===== src/rtl/uart_cmd_ctrl.sv =====
// uart_cmd_ctrl: parses UART RX bytes into register-file write/read frames
// and returns read data through the UART TX parallel input.
//   write frame: WR_CMD, addr, data  -> one rf_wr_en pulse
//   read  frame: RD_CMD, addr        -> rf_rd_en pulse, then tx_valid with read byte
// Optional macro UART_CMD_TIMEOUT_EN: aborts a frame when no byte arrives for
// TIMEOUT_CYC cycles in WR_ADDR/WR_DATA/RD_ADDR.
module uart_cmd_ctrl #(
  parameter int          ADDR_W      = 4,
  parameter logic [7:0]  WR_CMD      = 8'hAA,
  parameter logic [7:0]  RD_CMD      = 8'hBB,
  parameter int          TIMEOUT_CYC = 1024
) (
  input  logic              clk,
  input  logic              rst_n,
  input  logic [7:0]        rx_data,
  input  logic              rx_valid,
  input  logic              rx_par_err,
  input  logic              rx_stp_err,
  output logic [7:0]        tx_data,
  output logic              tx_valid,
  input  logic              tx_busy,
  output logic [ADDR_W-1:0] rf_addr,
  output logic [7:0]        rf_wr_data,
  output logic              rf_wr_en,
  output logic              rf_rd_en,
  input  logic [7:0]        rf_rd_data,
  input  logic              rf_rd_valid,
  output logic              frame_err
);

  typedef enum logic [2:0] {
    IDLE, WR_ADDR, WR_DATA, RD_ADDR, RD_WAIT, TX_SEND, TX_WAIT
  } state_e;

  state_e            state_q, state_d;
  logic [ADDR_W-1:0] addr_q;
  logic [7:0]        wdata_q, rdata_q, tx_data_q;
  logic              seen_busy_q, seen_busy_d;
  logic              wr_en_q, wr_en_d, rd_en_q, rd_en_d;
  logic              tx_valid_q, tx_valid_d, ferr_q, ferr_d;
  logic              addr_ld, wdata_ld, rdata_ld;

  logic good, bad, tmo, in_frame;
  assign good     = rx_valid & ~rx_par_err & ~rx_stp_err;
  assign bad      = rx_valid & (rx_par_err | rx_stp_err);
  assign in_frame = (state_q == WR_ADDR) || (state_q == WR_DATA) || (state_q == RD_ADDR);

`ifdef UART_CMD_TIMEOUT_EN
  localparam int CNT_W = $clog2(TIMEOUT_CYC + 1);
  logic [CNT_W-1:0] cnt_q, cnt_d;

  // Idle-cycle count inside a frame; any byte or state change restarts it.
  always_comb begin
    cnt_d = '0;
    if (in_frame && !rx_valid && !tmo) cnt_d = cnt_q + 1'b1;
  end

  assign tmo = in_frame && !rx_valid && (cnt_q == CNT_W'(TIMEOUT_CYC - 1));

  // Timeout counter register.
  always_ff @(posedge clk or negedge rst_n) begin
    if (!rst_n) cnt_q <= '0;
    else        cnt_q <= cnt_d;
  end
`else
  logic unused_timeout_cfg;
  assign unused_timeout_cfg = |TIMEOUT_CYC;
  assign tmo = 1'b0;
`endif

  // State register.
  always_ff @(posedge clk or negedge rst_n) begin
    if (!rst_n) state_q <= IDLE;
    else        state_q <= state_d;
  end

  // Next-state logic.
  always_comb begin
    state_d = state_q;
    unique case (state_q)
      IDLE: begin
        if (good && rx_data == WR_CMD)      state_d = WR_ADDR;
        else if (good && rx_data == RD_CMD) state_d = RD_ADDR;
      end
      WR_ADDR: begin
        if (bad || tmo) state_d = IDLE;
        else if (good)  state_d = WR_DATA;
      end
      WR_DATA: if (rx_valid || tmo) state_d = IDLE;
      RD_ADDR: begin
        if (bad || tmo) state_d = IDLE;
        else if (good)  state_d = RD_WAIT;
      end
      // With TX free, skip TX_SEND so tx_valid follows rf_rd_valid by one cycle.
      RD_WAIT: if (rf_rd_valid) state_d = tx_busy ? TX_SEND : TX_WAIT;
      TX_SEND: if (!tx_busy) state_d = TX_WAIT;
      TX_WAIT: if (seen_busy_q && !tx_busy) state_d = IDLE;
      default: state_d = IDLE;
    endcase
  end

  // Output / datapath-control logic; strobes are registered one cycle later.
  always_comb begin
    wr_en_d     = 1'b0;
    rd_en_d     = 1'b0;
    tx_valid_d  = 1'b0;
    ferr_d      = tmo;
    addr_ld     = 1'b0;
    wdata_ld    = 1'b0;
    rdata_ld    = 1'b0;
    seen_busy_d = 1'b0;
    unique case (state_q)
      IDLE:    ferr_d = bad;
      WR_ADDR: begin
        ferr_d  = bad | tmo;
        addr_ld = good;
      end
      WR_DATA: begin
        ferr_d   = bad | tmo;
        wdata_ld = good;
        wr_en_d  = good;
      end
      RD_ADDR: begin
        ferr_d  = bad | tmo;
        addr_ld = good;
        rd_en_d = good;
      end
      RD_WAIT: begin
        ferr_d     = rx_valid;
        rdata_ld   = rf_rd_valid;
        tx_valid_d = rf_rd_valid & ~tx_busy;
      end
      TX_SEND: begin
        ferr_d     = rx_valid;
        tx_valid_d = ~tx_busy;
      end
      TX_WAIT: begin
        ferr_d      = rx_valid;
        seen_busy_d = seen_busy_q | tx_busy;
      end
      default: ;
    endcase
  end

  // Datapath registers and registered strobes.
  always_ff @(posedge clk or negedge rst_n) begin
    if (!rst_n) begin
      addr_q      <= '0;
      wdata_q     <= '0;
      rdata_q     <= '0;
      tx_data_q   <= '0;
      seen_busy_q <= 1'b0;
      wr_en_q     <= 1'b0;
      rd_en_q     <= 1'b0;
      tx_valid_q  <= 1'b0;
      ferr_q      <= 1'b0;
    end else begin
      if (addr_ld)  addr_q  <= rx_data[ADDR_W-1:0];
      if (wdata_ld) wdata_q <= rx_data;
      if (rdata_ld) rdata_q <= rf_rd_data;
      // tx_data holds until the next transmission.
      if (tx_valid_d) tx_data_q <= (state_q == RD_WAIT) ? rf_rd_data : rdata_q;
      seen_busy_q <= seen_busy_d;
      wr_en_q     <= wr_en_d;
      rd_en_q     <= rd_en_d;
      tx_valid_q  <= tx_valid_d;
      ferr_q      <= ferr_d;
    end
  end

  assign rf_addr    = addr_q;
  assign rf_wr_data = wdata_q;
  assign rf_wr_en   = wr_en_q;
  assign rf_rd_en   = rd_en_q;
  assign tx_data    = tx_data_q;
  assign tx_valid   = tx_valid_q;
  assign frame_err  = ferr_q;

endmodule


===== config.mk =====
export PLATFORM = sky130hd
export DESIGN_NAME = uart_cmd_ctrl
export DESIGN_NICKNAME = d
export VERILOG_FILES = /design/src/rtl/uart_cmd_ctrl.sv
export SDC_FILE = /design/constraint.sdc
export NUM_CORES = 1
export LEC_CHECK = 0
export ABC_AREA = 0
export BUFFER_PORTS_ARGS = -buffer_cell sky130_fd_sc_hd__buf_4
export CAP_MARGIN = 0
export CORE_MARGIN = 4
export CORE_UTILIZATION = 24
export CTS_CLUSTER_SIZE = 10
export DETAILED_ROUTE_END_ITERATION = 12
export HOLD_SLACK_MARGIN = 0.1
export PLACE_DENSITY_LB_ADDON = 0.05
export SYNTH_ARGS = -nofsm -noshare
export SYNTH_HDL_FRONTEND = slang
export SYNTH_SLANG_ARGS = --single-unit

===== constraint.sdc =====
create_clock -name clk -period 3.96 [get_ports clk]
set_clock_uncertainty 0.05 [all_clocks]
set_input_delay 0.198 -clock clk [delete_from_list [all_inputs] [get_ports clk]]
set_output_delay 0.198 -clock clk [all_outputs]
set_load 0.05 [all_outputs]

==> flow_summary.yaml, run 1 <==
synth:
  yosysSeqAreaShare: 0.582
  synth_top_family_by_area: "multiplexers"
  synth_top_cell_area_share: 0.582
  synth_cells: 126
  yosysWarnings: 0
  syn_area_per_cell_um2: 12.3
  synthXorXnorAreaFrac: 0.00566
  synthAdderAreaFrac: 0
  yosys.area_share.simple: 0.108
  synth_top_area_cell: "dfrtp_1"
  synth-compound-area-share: 0.0800
  muxShareOfSynthArea: 0.197
  ys_ff_latch: 36
  synth_cell_types: 29
  yosys-top-cells-area: "dfrtp_1 (58%), mux2_1 (12%), mux2i_1 (5.2%)"
  synth_nets: 149
  synth_area_um2: 1550
floorplanning:
  initial_core_util: 0.254
  boundaryPins: 47
  die_w_um: 88.3
  core_area_um2: 6100
  placementRows: 28
  fp.dieArea_um2: 7800
  die_h_um: 88.3
finish:
  diodes: 0
  drive_gt1_frac: 0.321
  layout.cells.non_filler: 265
  synthToLayoutAreaGrowth_pct: 42.1
  final_nets: 212
  postLayoutCellArea_um2: 2200
drt:
  dr.first_iter.drc_count: 15
  drtPass1Iterations: 4
  vias_per_cell: 4.47
  avgRoutedWirePerCell_um: 13.6
  postRouteAntennaNets: 0
  drc: 0
  vias: 1185
  wirelength_um: 3610
cts:
  clock_latency_ps: 280
  cts_root_buffer: "clkbuf_8"
  cts.reportedPaths.clkPinSlew_ps: 70
  cts_max_path_buffers: 2
  cts-resized-gates: 0
  h-tree-depth: 2
  clock_sinks: 36
  hold_buffers: 15
  cts_inserted_buffers: 5
  post_cts_buffers: 0
  cts_tree: "built"
placement:
  dpl.hpwl_um: 2570
  placed_area_um2: 1960
  dp.cells: 242
  routabilityCongestion: 0.768
  numPortBuffers: 46
outcome:
  run_status: "complete, no violations"
pwr:
  p_leak_nw: 1.03
  vdd_drop_max_uv: 290
  p_total_mw: 1.64
  p_per_area_nw_per_um2: 745
sta:
  finalCritPeriodShare: 0.458
  fin_hold_ws_ps: 119
  maxSlewHeadroom: 0.503
  drv_slew: 0
  setup_viol: 0
  rsz0062_at_grt: "false"
  worst_slew_pin_slew_ps: 746
  max_freq_mhz: 552
  finalCriticalPeriod_ps: 1810
  hold_viol_final: 0
  setup-tns-final_ps: 0
setup_path:
  worst_setup_path_end_kind: "flop"
  crit_required_ps: 4080
  worst_ep_arrival_time_ps: 1930
  critPathLaunchType: "primary input"
  critPathKind: "primary input to flop"
  crit_fanout: 2
global_route:
  overflow: 0
  grt_max_degree: 37
  antenna_found_initial: 0
  groute.usage.overall: 0.101
  grt_pass1_wl_um: 5970
  grt_pass1_vias: 1207
job:
  drv_cap: 0
hold_path:
  min_path_type: "primary input to flop"
kinds of logic (layout without fill, tap and decap cells):
family,after synthesis,in the layout
xor+xnor,1,1
simple gates,31,31
buf+inv,9,73
compound gates,21,21
mux,28,28
flops,36,36
report_power, final:
| part | internal (mW) | switching [mW] |
|---|---|---|
| sequential | 0.510 | 0.0984 |
| clock | 0.142 | 0.127 |
| combinational | 0.271 | 0.491 |
| total | 0.922 | 0.716 |
cells in the final DEF (no fill, tap or decap), types with 4 or more instances in the layout:
cell type,count
mux2_2,4
a21oi_1,4
nand2_1,12
dlygate4sd3_1,15
mux2_1,16
mux2i_1,8
clkbuf_8,6
o21ai_1,10
dfrtp_1,36
nor2_1,5
buf_4,46
flip-flops by register name (all words and copies together), names as in the netlist:
name         count
rf_wr_en         1
rdata_q          8
tx_valid         1
frame_err        1
seen_busy_q      1
rf_rd_en         1
state_q          3
tx_data          8
rf_wr_data       8
rf_addr          4
area by class of cell:
class | instances | area [µm²]
clock buffer | 8 | 90.1
fill | 638 | 3900
inverter | 4 | 15.0
sequential | 36 | 901
multi-input combinational | 81 | 604
timing repair buffer | 61 | 495
tap | 75 | 93.8
worst paths after layout:
kind                                 endpoint  slack [ps]  startpoint  depth (start not counted)
worst min register to register     rdata_q[7]         440  rdata_q[7]                          1
worst max-delay path               state_q[1]        2150  rx_data[6]                          7
max in group asynchronous       rf_wr_data[6]        3150       rst_n                          2
min in group asynchronous          rf_addr[0]         360       rst_n                          2
worst min-delay path            rf_wr_data[0]         120  rx_data[0]                          2
worst max register to register  rf_wr_data[2]        2230  state_q[2]                          4
cell usage after synthesis, drive strengths merged:
cell type  count
buf            5
xor2           1
nor2           5
nand3          2
nand4          1
nand2b         2
o311a          1
nand3b         1
dfrtp         36
mux2i          8
o22ai          1
nand2         12
and3           2
mux2          20
a21oi          4
o2111ai        1
nor3b          1
inv            4
nor3           2
o21ai         13
and2           1
or4            1
nor4b          1
o31ai          1
metrics by stage:
stage / setup slack (ps) / utilization
final: 2150 / 0.361
after global routing: 2020 / 0.361
after CTS: 2150 / 0.361
after detailed placement: 2230 / 0.321
after global placement: 2250 / 0.321
after floorplan: 2500 / -
layer usage:
| metal | up-vias | GRT usage | wire, µm |
|---|---|---|---|
| li1 | 573 | - | - |
| met1 | 580 | 0.134 | 1630 |
| met2 | 26 | 0.153 | 1710 |
| met3 | 6 | 0.0317 | 214 |
| met4 | 0 | 0.0412 | 59 |
| met5 | - | 0 | 0 |
worst max-delay path, stage by stage:
cell and delay [ps]:
dlygate4sd3_1 530, buf_4 140, nor3b_2 190, nand4_1 130, or4_1 480, a21oi_1 160, o22ai_1 90
Note: power is estimated with default switching activity, not from simulation.
==> run 2, diff against run 1 <==
Settings changed: ABC_AREA 0 to 1.
Clock period 3.96 ns to 1.9 ns, I/O delays scaled along.
==> flow_summary.yaml, run 2 <==
drt:
  avgRoutedWirePerCell_um: 11.8
  dr.first_iter.drc_count: 87
  postRouteAntennaNets: 0
  drtPass1Iterations: 4
  drc: 0
  wirelength_um: 4100
  vias_per_cell: 4.22
  vias: 1466
floorplanning:
  initial_core_util: 0.252
  fp.dieArea_um2: 8210
  die_h_um: 90.6
  boundaryPins: 47
  placementRows: 29
  die_w_um: 90.6
  core_area_um2: 6490
synth:
  ys_dominant_reg_cell: "dfrtp_1"
  synth.most_common_cell: "nand2_1"
  synth-edff-count: 0
  yosys-top-cells-area: "dfrtp_1 (55%), nand2_1 (13%), o21ai_0 (8.6%)"
  synth_nets: 223
  yosysSeqAreaShare: 0.550
  synth_cells: 200
  ys_top_cells_by_count: "nand2_1 (56), dfrtp_1 (36), inv_1 (28), o21ai_0 (28), nand3_1 (14)"
  synth_area_um2: 1640
  syn_area_per_cell_um2: 8.19
  async_reset_ff_frac: 1.00
  synth_cell_types: 19
  yosysWarnings: 0
  synth_top_cell_area_share: 0.550
  ys_ff_latch: 36
  synth_top_area_cell: "dfrtp_1"
global_route:
  groute.usage.overall: 0.107
  antenna_found_initial: 0
  grt_pass1_wl_um: 7100
  overflow: 0
  grt_pass1_vias: 1497
  grt_max_degree: 37
setup_path:
  worst_ep_arrival_time_ps: 1710
  cpPeakStageDelay_ps: 520
  path_cells: "dlygate4sd3_1 > buf_4 > nand2_1 > nor2_1 > nand4_2 > inv_1 > nand2_1 > nand2_1"
  crit_fanout: 15
  critPathTopFamily: "buffers and inverters"
  critPathLaunchType: "primary input"
  worst-path-buf-inv: 3
  worst_setup_path_end_kind: "flop"
  cpMostUsedCell: "nand2_1"
  cp_slowest_cell: "dlygate4sd3_1"
  crit_required_ps: 2070
  critPathKind: "primary input to flop"
cts:
  clock_latency_ps: 280
  cts_inserted_buffers: 5
  h-tree-depth: 2
  hold_buffers: 19
  cts-resized-gates: 0
  cts.reportedPaths.clkPinSlew_ps: 70
  post_cts_buffers: 0
  cts_tree: "built"
  cts_root_buffer: "clkbuf_8"
  clock_sinks: 36
  cts_max_path_buffers: 2
sta:
  rsz0062_at_grt: "false"
  worst_slew_pin_slew_ps: 478
  max_freq_mhz: 647
  finalCriticalPeriod_ps: 1550
  setup_viol: 0
  setup-tns-final_ps: 0
  hold_viol_final: 0
  drv_slew: 0
  fin_hold_ws_ps: 134
  maxSlewHeadroom: 0.682
  finalCritPeriodShare: 0.814
pwr:
  p_leak_nw: 1.21
  p_per_area_nw_per_um2: 1590
  vdd_drop_max_uv: 602
  p_total_mw: 3.73
finish:
  fin_util: 0.361
  final_nets: 292
  diodes: 0
  drive_gt1_frac: 0.230
  postLayoutCellArea_um2: 2340
  synthToLayoutAreaGrowth_pct: 43.1
  final_common_cell: "nand2_1"
  final_cell_mix: "nand2_1 (56), buf_4 (48), dfrtp_1 (36)"
placement:
  dpl.hpwl_um: 2970
  placed_area_um2: 2060
  numPortBuffers: 46
  routabilityCongestion: 0.745
job:
  drv_cap: 0
outcome:
  run_status: "complete, no violations"
hold_path:
  min_path_type: "primary input to flop"
-- run 2: changes by cell type in the layout (fill, tap and decap cells not counted), moves of 2 or more --
cell,before,now
nand2_1,12,56
inv_1,3,28
o21ai_0,3,28
mux2_1,16,0
nand3_1,2,14
mux2i_1,8,0
nor2_1,5,13
dlygate4sd3_1,15,19
mux2_2,4,0
o21ai_1,10,6
and3_1,2,0
buf_4,46,48
nand2_2,0,2
nand2b_1,2,0
-- run 2: area by class of cell --
cell class              count  area, µm²
well taps                  77       96.3
inverters                  30        113
repair buffers             67        551
clock buffers               8       90.1
fillers                   700       4150
flip-flops and latches     36        901
multi-input cells         129        593
-- run 2: stage by stage --
stage | worst slack (ps) | instances
after floorplan | 585 | 200
after global placement | 425 | 320
after detailed placement | 388 | 320
after CTS | 327 | 347
after global routing | 163 | 347
final | 354 | 347
-- run 2: report_power, final --
part           switching (mW)  internal [mW]  leakage [nW]
combinational            1.28          0.582         0.704
sequential              0.212           1.09         0.460
clock                   0.263          0.296        0.0455
total                    1.76           1.97          1.21
-- run 2: routing by layer --
metal  up-vias  track usage  wire [µm]  share of wire
met5         -            0          0              0
met4         0       0.0344         29         0.0071
met3         2       0.0333        215          0.052
met2        32        0.179       1900           0.46
met1       661        0.130       1950           0.48
li1        771            -          -              -
-- run 2: worst paths after layout --
kind | from | to | slack, ps | depth (start not counted)
max in group asynchronous | rst_n | rdata_q[3] | 1200 | 2
hold / removal | rx_par_err | frame_err | 130 | 3
hold reg to reg | rdata_q[6] | rdata_q[6] | 440 | 2
setup reg to reg | state_q[2] | rf_wr_data[7] | 390 | 5
min in group asynchronous | rst_n | rf_addr[2] | 270 | 2
setup / recovery | rx_valid | rf_wr_data[7] | 350 | 8
-- run 2: cells by family (layout without fill, tap and decap cells) --
logic type,count (synthesis),in the layout,synth area share
AO/OA/AOI/OAI,40,40,0.135
buffers and inverters,35,105,0.0879
flip-flops,36,36,0.550
AND/OR/NAND/NOR,89,89,0.227
-- run 2: worst reg2reg max path: stages, from the launching register on --
cell	delay [ps]
dfrtp_1	490
inv_1	220
nand4_2	360
inv_1	210
nand2_1	60
nand2_1	60
